$ cat config.mk
export PLATFORM = sky130hd
export DESIGN_NAME = adc_scan_ctrl
export DESIGN_NICKNAME = d
export VERILOG_FILES = /design/src/rtl/adc_scan_pkg.sv /design/src/rtl/adc_scan_filter.sv /design/src/rtl/adc_scan_ctrl.sv
export SDC_FILE = /design/constraint.sdc
export NUM_CORES = 1
export LEC_CHECK = 0
export BUFFER_PORTS_ARGS = -buffer_cell sky130_fd_sc_hd__buf_2
export CAP_MARGIN = 20
export CORE_UTILIZATION = 25
export CTS_CLUSTER_SIZE = 28
export DETAILED_ROUTE_END_ITERATION = 8
export RECOVER_POWER = 25
export SLEW_MARGIN = 10
export SYNTH_ARGS = -nofsm -noshare
export SYNTH_HDL_FRONTEND = slang
export SYNTH_SLANG_ARGS = --single-unit
$ cat constraint.sdc
create_clock -name clock_clk -period 12.8 [get_ports clock_clk]
set_clock_uncertainty 0.05 [all_clocks]
set_input_delay 0.64 -clock clock_clk [delete_from_list [all_inputs] [get_ports clock_clk]]
set_output_delay 0.64 -clock clock_clk [all_outputs]
set_load 0.03 [all_outputs]
$ cat src/rtl/adc_scan_pkg.sv
// Shared types and widths for the dual-ADC scan sequencer.
package adc_scan_pkg;

  localparam int unsigned ADC_DATA_W = 12;
  localparam int unsigned ADC_CH_W   = 5;
  localparam int unsigned FILT_W     = 14;

  typedef enum logic [1:0] {
    StIdle,
    StCmd,
    StWait,
    StStore
  } scan_state_e;

endpackage

$ cat src/rtl/adc_scan_filter.sv
// Per-slot/port IIR smoother, y <- y + ((x<<2) - y)>>>2 in 12.2 fixed point.
// Only exists when ADC_SCAN_AVG_EN is defined.
`ifdef ADC_SCAN_AVG_EN
module adc_scan_filter
  import adc_scan_pkg::*;
(
  input  logic                  i_clk,
  input  logic                  i_rst,
  input  logic                  i_load,
  input  logic [ADC_DATA_W-1:0] i_x,
  output logic [ADC_DATA_W-1:0] o_y
);

  logic [FILT_W-1:0]        r_y;
  logic                     r_primed;
  logic signed [FILT_W+1:0] w_diff;
  logic [FILT_W-1:0]        w_step;

  assign w_diff = $signed({2'b00, i_x, 2'b00}) - $signed({2'b00, r_y});
  // The shifted difference always fits in FILT_W signed bits.
  assign w_step = FILT_W'(w_diff >>> 2);

  always_ff @(posedge i_clk or posedge i_rst) begin
    if (i_rst) begin
      r_y      <= '0;
      r_primed <= 1'b0;
    end else if (i_load) begin
      r_primed <= 1'b1;
      r_y      <= r_primed ? r_y + w_step : {i_x, 2'b00};
    end
  end

  assign o_y = r_y[FILT_W-1:2];

endmodule
`endif

$ cat src/rtl/adc_scan_ctrl.sv
// Round-robin scan sequencer driving both ADC command ports in lockstep.
// Define ADC_SCAN_AVG_EN to smooth stored samples through adc_scan_filter.
module adc_scan_ctrl
  import adc_scan_pkg::*;
#(
  parameter int unsigned N_SLOTS = 4,
  parameter int unsigned CH_BASE = 1,
  parameter int unsigned TIMEOUT = 255
) (
  input  logic                          clock_clk,
  input  logic                          reset_sink_reset,
  input  logic                          enable,
  output logic                          command_valid,
  output logic [ADC_CH_W-1:0]           command_channel,
  output logic                          command_startofpacket,
  output logic                          command_endofpacket,
  input  logic                          command_ready,
  output logic                          command_2_valid,
  output logic [ADC_CH_W-1:0]           command_2_channel,
  output logic                          command_2_startofpacket,
  output logic                          command_2_endofpacket,
  input  logic                          command_2_ready,
  input  logic                          response_valid,
  input  logic [ADC_CH_W-1:0]           response_channel,
  input  logic [ADC_DATA_W-1:0]         response_data,
  input  logic                          response_2_valid,
  input  logic [ADC_CH_W-1:0]           response_2_channel,
  input  logic [ADC_DATA_W-1:0]         response_2_data,
  output logic [ADC_DATA_W*N_SLOTS-1:0] samples_a,
  output logic [ADC_DATA_W*N_SLOTS-1:0] samples_b,
  output logic                          sample_strobe,
  output logic [3:0]                    sample_slot,
  output logic                          scan_done,
  output logic                          err_timeout,
  output logic                          err_mismatch
);

  localparam int unsigned CNT_W     = $clog2(TIMEOUT + 1);
  localparam logic [3:0]  LAST_SLOT = 4'(N_SLOTS - 1);

  scan_state_e           r_state;
  logic [3:0]            r_slot;
  logic [ADC_CH_W-1:0]   r_channel;
  logic                  r_valid_a, r_valid_b;
  logic                  r_got_a, r_got_b;
  logic [ADC_DATA_W-1:0] r_lat_a, r_lat_b;
  logic [CNT_W-1:0]      r_cnt;
  logic                  r_strobe, r_scan_done, r_err_to, r_err_mm;
  logic [3:0]            r_sample_slot;

  logic                  w_listen_a, w_listen_b, w_hit_a, w_hit_b, w_miss_a, w_miss_b;
  logic                  w_got_a, w_got_b, w_done_a, w_done_b;
  logic [3:0]            w_slot_nxt;
  logic [ADC_CH_W-1:0]   w_ch_nxt;

  // A port listens for its response as soon as its own command is accepted.
  assign w_listen_a = (r_state == StWait) || (r_state == StCmd && !r_valid_a);
  assign w_listen_b = (r_state == StWait) || (r_state == StCmd && !r_valid_b);
  assign w_hit_a    = w_listen_a && response_valid && (response_channel == r_channel);
  assign w_hit_b    = w_listen_b && response_2_valid && (response_2_channel == r_channel);
  assign w_miss_a   = w_listen_a && response_valid && (response_channel != r_channel);
  assign w_miss_b   = w_listen_b && response_2_valid && (response_2_channel != r_channel);
  assign w_got_a    = r_got_a | w_hit_a;
  assign w_got_b    = r_got_b | w_hit_b;
  assign w_done_a   = !r_valid_a || command_ready;
  assign w_done_b   = !r_valid_b || command_2_ready;
  assign w_slot_nxt = (r_slot == LAST_SLOT) ? 4'd0 : r_slot + 4'd1;
  assign w_ch_nxt   = ADC_CH_W'(CH_BASE) + {1'b0, w_slot_nxt};

  always_ff @(posedge clock_clk or posedge reset_sink_reset) begin
    if (reset_sink_reset) begin
      r_state       <= StIdle;
      r_slot        <= '0;
      r_channel     <= '0;
      r_valid_a     <= 1'b0;
      r_valid_b     <= 1'b0;
      r_got_a       <= 1'b0;
      r_got_b       <= 1'b0;
      r_lat_a       <= '0;
      r_lat_b       <= '0;
      r_cnt         <= '0;
      r_strobe      <= 1'b0;
      r_scan_done   <= 1'b0;
      r_err_to      <= 1'b0;
      r_err_mm      <= 1'b0;
      r_sample_slot <= '0;
    end else begin
      r_strobe    <= 1'b0;
      r_scan_done <= 1'b0;
      if (w_hit_a) begin
        r_got_a <= 1'b1;
        r_lat_a <= response_data;
      end
      if (w_hit_b) begin
        r_got_b <= 1'b1;
        r_lat_b <= response_2_data;
      end
      if (w_miss_a || w_miss_b) r_err_mm <= 1'b1;

      unique case (r_state)
        StIdle: begin
          if (enable) begin
            r_state   <= StCmd;
            r_slot    <= '0;
            r_channel <= ADC_CH_W'(CH_BASE);
            r_valid_a <= 1'b1;
            r_valid_b <= 1'b1;
            r_got_a   <= 1'b0;
            r_got_b   <= 1'b0;
          end
        end
        StCmd: begin
          if (command_ready)   r_valid_a <= 1'b0;
          if (command_2_ready) r_valid_b <= 1'b0;
          if (w_done_a && w_done_b) begin
            r_state <= StWait;
            r_cnt   <= '0;
          end
        end
        StWait: begin
          if (w_got_a && w_got_b) begin
            r_state <= StStore;
          end else if (r_cnt == CNT_W'(TIMEOUT)) begin
            r_state  <= StStore;
            r_err_to <= 1'b1;
          end else begin
            r_cnt <= r_cnt + CNT_W'(1);
          end
        end
        StStore: begin
          r_strobe      <= 1'b1;
          r_sample_slot <= r_slot;
          r_scan_done   <= (r_slot == LAST_SLOT);
          r_slot        <= w_slot_nxt;
          if (enable) begin
            r_state   <= StCmd;
            r_channel <= w_ch_nxt;
            r_valid_a <= 1'b1;
            r_valid_b <= 1'b1;
            r_got_a   <= 1'b0;
            r_got_b   <= 1'b0;
          end else begin
            r_state <= StIdle;
          end
        end
        default: r_state <= StIdle;
      endcase
    end
  end

`ifdef ADC_SCAN_AVG_EN
  for (genvar gi = 0; gi < N_SLOTS; gi++) begin : g_filt
    logic w_wr_a, w_wr_b;
    assign w_wr_a = (r_state == StStore) && (r_slot == 4'(gi)) && r_got_a;
    assign w_wr_b = (r_state == StStore) && (r_slot == 4'(gi)) && r_got_b;
    adc_scan_filter u_filt_a (
      .i_clk  (clock_clk),
      .i_rst  (reset_sink_reset),
      .i_load (w_wr_a),
      .i_x    (r_lat_a),
      .o_y    (samples_a[ADC_DATA_W*gi +: ADC_DATA_W])
    );
    adc_scan_filter u_filt_b (
      .i_clk  (clock_clk),
      .i_rst  (reset_sink_reset),
      .i_load (w_wr_b),
      .i_x    (r_lat_b),
      .o_y    (samples_b[ADC_DATA_W*gi +: ADC_DATA_W])
    );
  end
`else
  logic [ADC_DATA_W-1:0] r_samp_a [N_SLOTS];
  logic [ADC_DATA_W-1:0] r_samp_b [N_SLOTS];

  // A port that timed out keeps its previous sample.
  always_ff @(posedge clock_clk or posedge reset_sink_reset) begin
    if (reset_sink_reset) begin
      for (int i = 0; i < N_SLOTS; i++) begin
        r_samp_a[i] <= '0;
        r_samp_b[i] <= '0;
      end
    end else if (r_state == StStore) begin
      for (int i = 0; i < N_SLOTS; i++) begin
        if (r_slot == 4'(i)) begin
          if (r_got_a) r_samp_a[i] <= r_lat_a;
          if (r_got_b) r_samp_b[i] <= r_lat_b;
        end
      end
    end
  end

  for (genvar gi = 0; gi < N_SLOTS; gi++) begin : g_pack
    assign samples_a[ADC_DATA_W*gi +: ADC_DATA_W] = r_samp_a[gi];
    assign samples_b[ADC_DATA_W*gi +: ADC_DATA_W] = r_samp_b[gi];
  end
`endif

  assign command_valid           = r_valid_a;
  assign command_2_valid         = r_valid_b;
  assign command_channel         = r_channel;
  assign command_2_channel       = r_channel;
  assign command_startofpacket   = 1'b1;
  assign command_endofpacket     = 1'b1;
  assign command_2_startofpacket = 1'b1;
  assign command_2_endofpacket   = 1'b1;
  assign sample_strobe           = r_strobe;
  assign sample_slot             = r_sample_slot;
  assign scan_done               = r_scan_done;
  assign err_timeout             = r_err_to;
  assign err_mismatch            = r_err_mm;

endmodule

Yosys cells after proc, flatten, opt, wreduce, memory -nomap -nowiden --
Index checks and enable logic that the tools add are counted.
Cells by class: mux-type cells 29, divide/modulo/power cells 0, reductions and logical operators 38, equality and inequality tests 20, $mul 0, bitwise gates (word level) 3, $add $sub $neg 3, shift-type cells 0, $lt $le $gt $ge 0
Operators with widths (number):
- 3-bit AND reduction | 13
- 8-bit two-way mux | 3
- 8-bit case mux with 2 select lines | 1
- 1-bit two-way mux | 12
- 2-bit != test, second input constant | 6
- 5-bit equality test | 2
- 1-bit logical AND | 10
- 5-bit two-way mux | 2
- 5-bit != test | 2
- 5-bit case mux with 2 select lines | 1
- 8-bit by 1-bit adder with 8-bit output, second input constant | 1
- 4-bit by 2-bit equality test with 1-bit output, second input constant | 2
- 8-bit equality test, second input constant | 1
- 2-bit two-way mux | 4
- 4-bit two-way mux | 2
- 2-bit case mux with 4 select lines | 1
- 4-bit case mux with 2 select lines | 1
- 2-bit nonzero test | 3
- 1-bit by 4-bit adder with 5-bit output, first input constant | 1
- 1-bit logical OR | 5
- 4-bit by 1-bit adder with 4-bit output, second input constant | 1
- 2-bit equality test, second input constant | 2
- 4-bit by 1-bit equality test with 1-bit output, second input constant | 1
- 4-bit zero test | 1
- 11 further kinds | 15
Storage, ports and cells: output and inout bits 120, input bits 41, latch bits 0, memories kept 0, logic and storage cells 116, register bits 151, memory bits (writable) 0, memory bits (read-only) 0

Longest topological paths before layout --
word-level depth 9, depth in mapped cells 8, depth with buffers taken out 8

Worst setup path after synthesis --
Ideal clock, no wire load.
path type reg2reg, from register r_state[1], to register r_state[1], data arrival time 2.033 ns, cell stages (with the launch flop) 9, clock period less this slack 2.208 ns, path buffers 0, required time 12.625 ns, library setup time 0.125 ns, slack 10.592 ns, cell sequence dfrtp_1 -> inv_1 -> ha_1 -> and2b_1 -> o21ai_2 -> o31ai_4 -> a211oi_2 -> a211o_1 -> mux2_4
Between the ends: word-level cells in the longest chain between the ends 9, elaborated cells on any way between the ends 21, classes of those cells 6 x eq/ne; 2 x mux; 2 x bitwise; 11 x reduce/logical
RTL lines:
- from (decl) | line adc_scan_ctrl.sv:41 | scan_state_e r_state;
- from (signal assigned) | line adc_scan_ctrl.sv:72 | r_state <= StIdle;
- from (signal assigned) | line adc_scan_ctrl.sv:103 | r_state <= StCmd;
- from (signal assigned) | line adc_scan_ctrl.sv:116 | r_state <= StWait;
- 2-bit by 1-bit equality test with 1-bit output | line adc_scan_ctrl.sv:57, adc_scan_ctrl.sv:58, adc_scan_ctrl.sv:100
- 1-bit logical AND, on equally long branches | line adc_scan_ctrl.sv:57, adc_scan_ctrl.sv:58
- 1-bit logical OR, on equally long branches | line adc_scan_ctrl.sv:57, adc_scan_ctrl.sv:58
- 1-bit logical AND, on equally long branches (2 in series) | line adc_scan_ctrl.sv:59, adc_scan_ctrl.sv:60
- 1-bit bitwise OR, on equally long branches | line adc_scan_ctrl.sv:63, adc_scan_ctrl.sv:64
- 1-bit logical AND | line adc_scan_ctrl.sv:121 | if (w_got_a && w_got_b) begin
- 2-bit two-way mux / 3-bit by 1-bit != test with 1-bit output (equally long branches)
- 2-bit case mux with 4 select lines / 3-bit AND reduction (equally long branches)
Several ways; a longest one is shown, not always the timed one. A chain may end at the register's enable or synchronous reset.

==> flow_summary.toml <==
[die]
core_area_mm2 = 0.02460
num_rows = 57
fp.dieArea_mm2 = 0.02605
start_util = 0.2582
die_w_um = 161.4
die_h_um = 161.4
io_pins = 161

[sta]
fin_crit_sh = 0.2750
max-slew-margin-rel = -1.534
layout_setup_ws_ps = 9280
layout_min_cycle_time_ps = 3520
fmax_ghz = 0.2841
fin_tns_setup_ps = 0
tightestPinTransition_ps = 3780
hold_violations = 0
setup_viol = 0
slew_viol_final = 86
rsz0062_at_grt = "no"

[layout]
antennaDiodeCount = 0
nFillCells = 2514
synthToLayoutAreaGrowth_pct = 27.75
layout.nets = 678
layout-drive-gt1-share = 0.5016
fin_area_mm2 = 0.008115
final_util = 0.3298

[synthesis]
ys_top_cells_by_area = "dfrtp_1 59%, mux2_2 22%, ha_1 2.4%"
ys_seq_area_frac = 0.5948
synth_cell_types = 40
yosysTopAreaCellShare = 0.5948
netlist_area_mm2 = 0.006352
synth_edf_count = 0
synth_ff_type = "dfrtp_1"
synth_seq_cells = 151
synth.largest_area_cell = "dfrtp_1"
yosysMostFrequentCell = "dfrtp_1"
avgSynthCellArea_um2 = 13.87
ys.warnings.count = 0
synth_commonest_cells = "151 x dfrtp_1, 125 x mux2_2, 24 x nand2_1"
synthArstFlopShare = 1.000
synthCells = 458

[global_route]
grtUsageTotal = 0.1213
grt_pass1_vias = 4214
grt_max_degree = 86
antenna_found_initial = 0
overflow = 0
grt_pass1_wl_mm = 23.94

[job]
max_cap_viol_count = 1

[route]
routed_wirelength_mm = 15.20
drt_iter0_markers = 262
firstDrtPassIters = 4
ant_nets = 0
wire_per_inst_um = 15.80
routed_via_density = 4.287
remaining_drc_errors = 0
vias = 4124

[cts]
clock-sinks = 151
post_cts_buffers = 0
clk_latency_ps = 420
clock_path_buffers = 2
cts_buffers = 17
ctsHoldBuffers = 0
clk_pin_slew_ps = 60
cts_tree = "built"
htree_levels = 4
root_buffer = "clkbuf_16"
post_cts_resized = 0

[place]
gp_congestion = 0.7614
port_buffers = 156
postPlaceCellArea_mm2 = 0.007517
dpl_worst_slack_ps = 10330
hpwl_mm = 10.40

[critical_path]
arrival_ps = 3900
worstPathMaxFanout = 85
worstSetupStartpointType = "input port"
critical_path_class = "input port to asynchronous set/reset pin"
critPathRequiredTime_ps = 13180
cp-end-kind = "asynchronous set/reset pin"

[outcome]
status = "complete, but fails checks"
failed_checks = "max-capacitance violations, max-slew violations"

[power]
pwr_density_cell_mw_per_mm2 = 180.1
p_leak_uw = 0.004224
ir_drop_mv = 0.07493

[hold_path]
hold_class = "input port to flip-flop"
metrics by stage:
| stage | cells | total power [µW] | hold WS [ps] |
|---|---|---|---|
| 5_1_grt | 962 | 1544 | 379.0 |
| 6_report | 962 | 1461 | 401.5 |
| 3_5_place_dp | 930 | 948.8 | 406.6 |
| 4_1_cts | 962 | 1485 | 339.0 |
| 2_1_floorplan | 461 | 851.1 | 400.5 |
| 3_3_place_gp | 930 | 943.9 | 411.7 |
power breakdown:
part           leakage (µW)  internal, µW  switching, µW  total (µW)
Clock              0.000301           324            200         524
Sequential          0.00207           536           60.5         597
Combinational       0.00185           131            210         341
Total               0.00422           990            471        1460
critical path, cell delays in order:
cell,delay (ps)
buf_2,100
clkinvlp_2,2090
buf_4,940
cells in the final DEF, fill, tap and decap left out, drive strengths merged, types with 2 or more instances in the layout:
cell / count
a211oi: 2
a21o: 2
a21oi: 11
a31oi: 3
a32o: 4
and2: 2
and2b: 2
and3: 2
buf: 153
bufinv: 3
clkbuf: 34
clkinv: 4
clkinvlp: 2
conb: 4
dfrtp: 151
ha: 12
inv: 17
mux2: 126
nand2: 24
nand2b: 5
nand3: 7
nand4: 3
nor2: 16
nor2b: 3
nor3: 5
o21ai: 16
o31ai: 3
xnor2: 14
final cells by class:
| cell class | count | area, µm² | share of cell area |
|---|---|---|---|
| Timing Repair Buffer | 165 | 833.3 | 0.1027 |
| Tap cell | 324 | 405.4 | 0.04995 |
| Multi-Input combinational cell | 274 | 2420 | 0.2982 |
| Clock buffer | 22 | 474.2 | 0.05843 |
| Inverter | 16 | 61.31 | 0.007555 |
| Sequential cell | 151 | 3779 | 0.4656 |
| Clock inverter | 10 | 142.6 | 0.01758 |
final timing paths:
path / startpoint / end / slack [ps] / cells past startpoint
setup / recovery: reset_sink_reset / samples_a[45] / 9280 / 3
hold / removal: response_2_data[10] / r_lat_b[10] / 400 / 2
setup reg to reg: r_state[1] / samples_a[37] / 10330 / 5
hold reg to reg: err_timeout / err_timeout / 430 / 1
max in group clock_clk: r_state[1] / samples_a[37] / 10330 / 5
min in group asynchronous: reset_sink_reset / samples_b[30] / 1280 / 2
flip-flops by register name, indices dropped and copies added (netlist names), 2 cells and up:
signal and cells:
r_slot 4, r_cnt 8, sample_slot 4, r_state 2
command_2_channel 5, r_lat_b 12, samples_b 48, samples_a 48
r_lat_a 12
logic make-up (layout without fill, tap and decap cells):
family | count (synthesis) | count (layout) | share of synthesized area
xor gates and xnor gates | 14 | 14 | 0.01930
adders and majority gates | 12 | 12 | 0.02364
and+or+nand+nor | 71 | 71 | 0.05318
AOI/OAI and AO/OA | 47 | 47 | 0.05693
muxes | 126 | 126 | 0.2240
buffers and inverters | 36 | 213 | 0.02757
other | 1 | 4 | 0.0005903
DFF | 151 | 151 | 0.5948
per-layer routing:
metal  vias to the layer above  routed length (µm)  GRT usage
li1                       1923                   -          -
met3                        15                 822    0.03903
met1                      2087                6702     0.1483
met4                         0                 212    0.04117
met2                        99                7464     0.2008
met5                         -                   0          0
(Power assumes the default switching activity.)
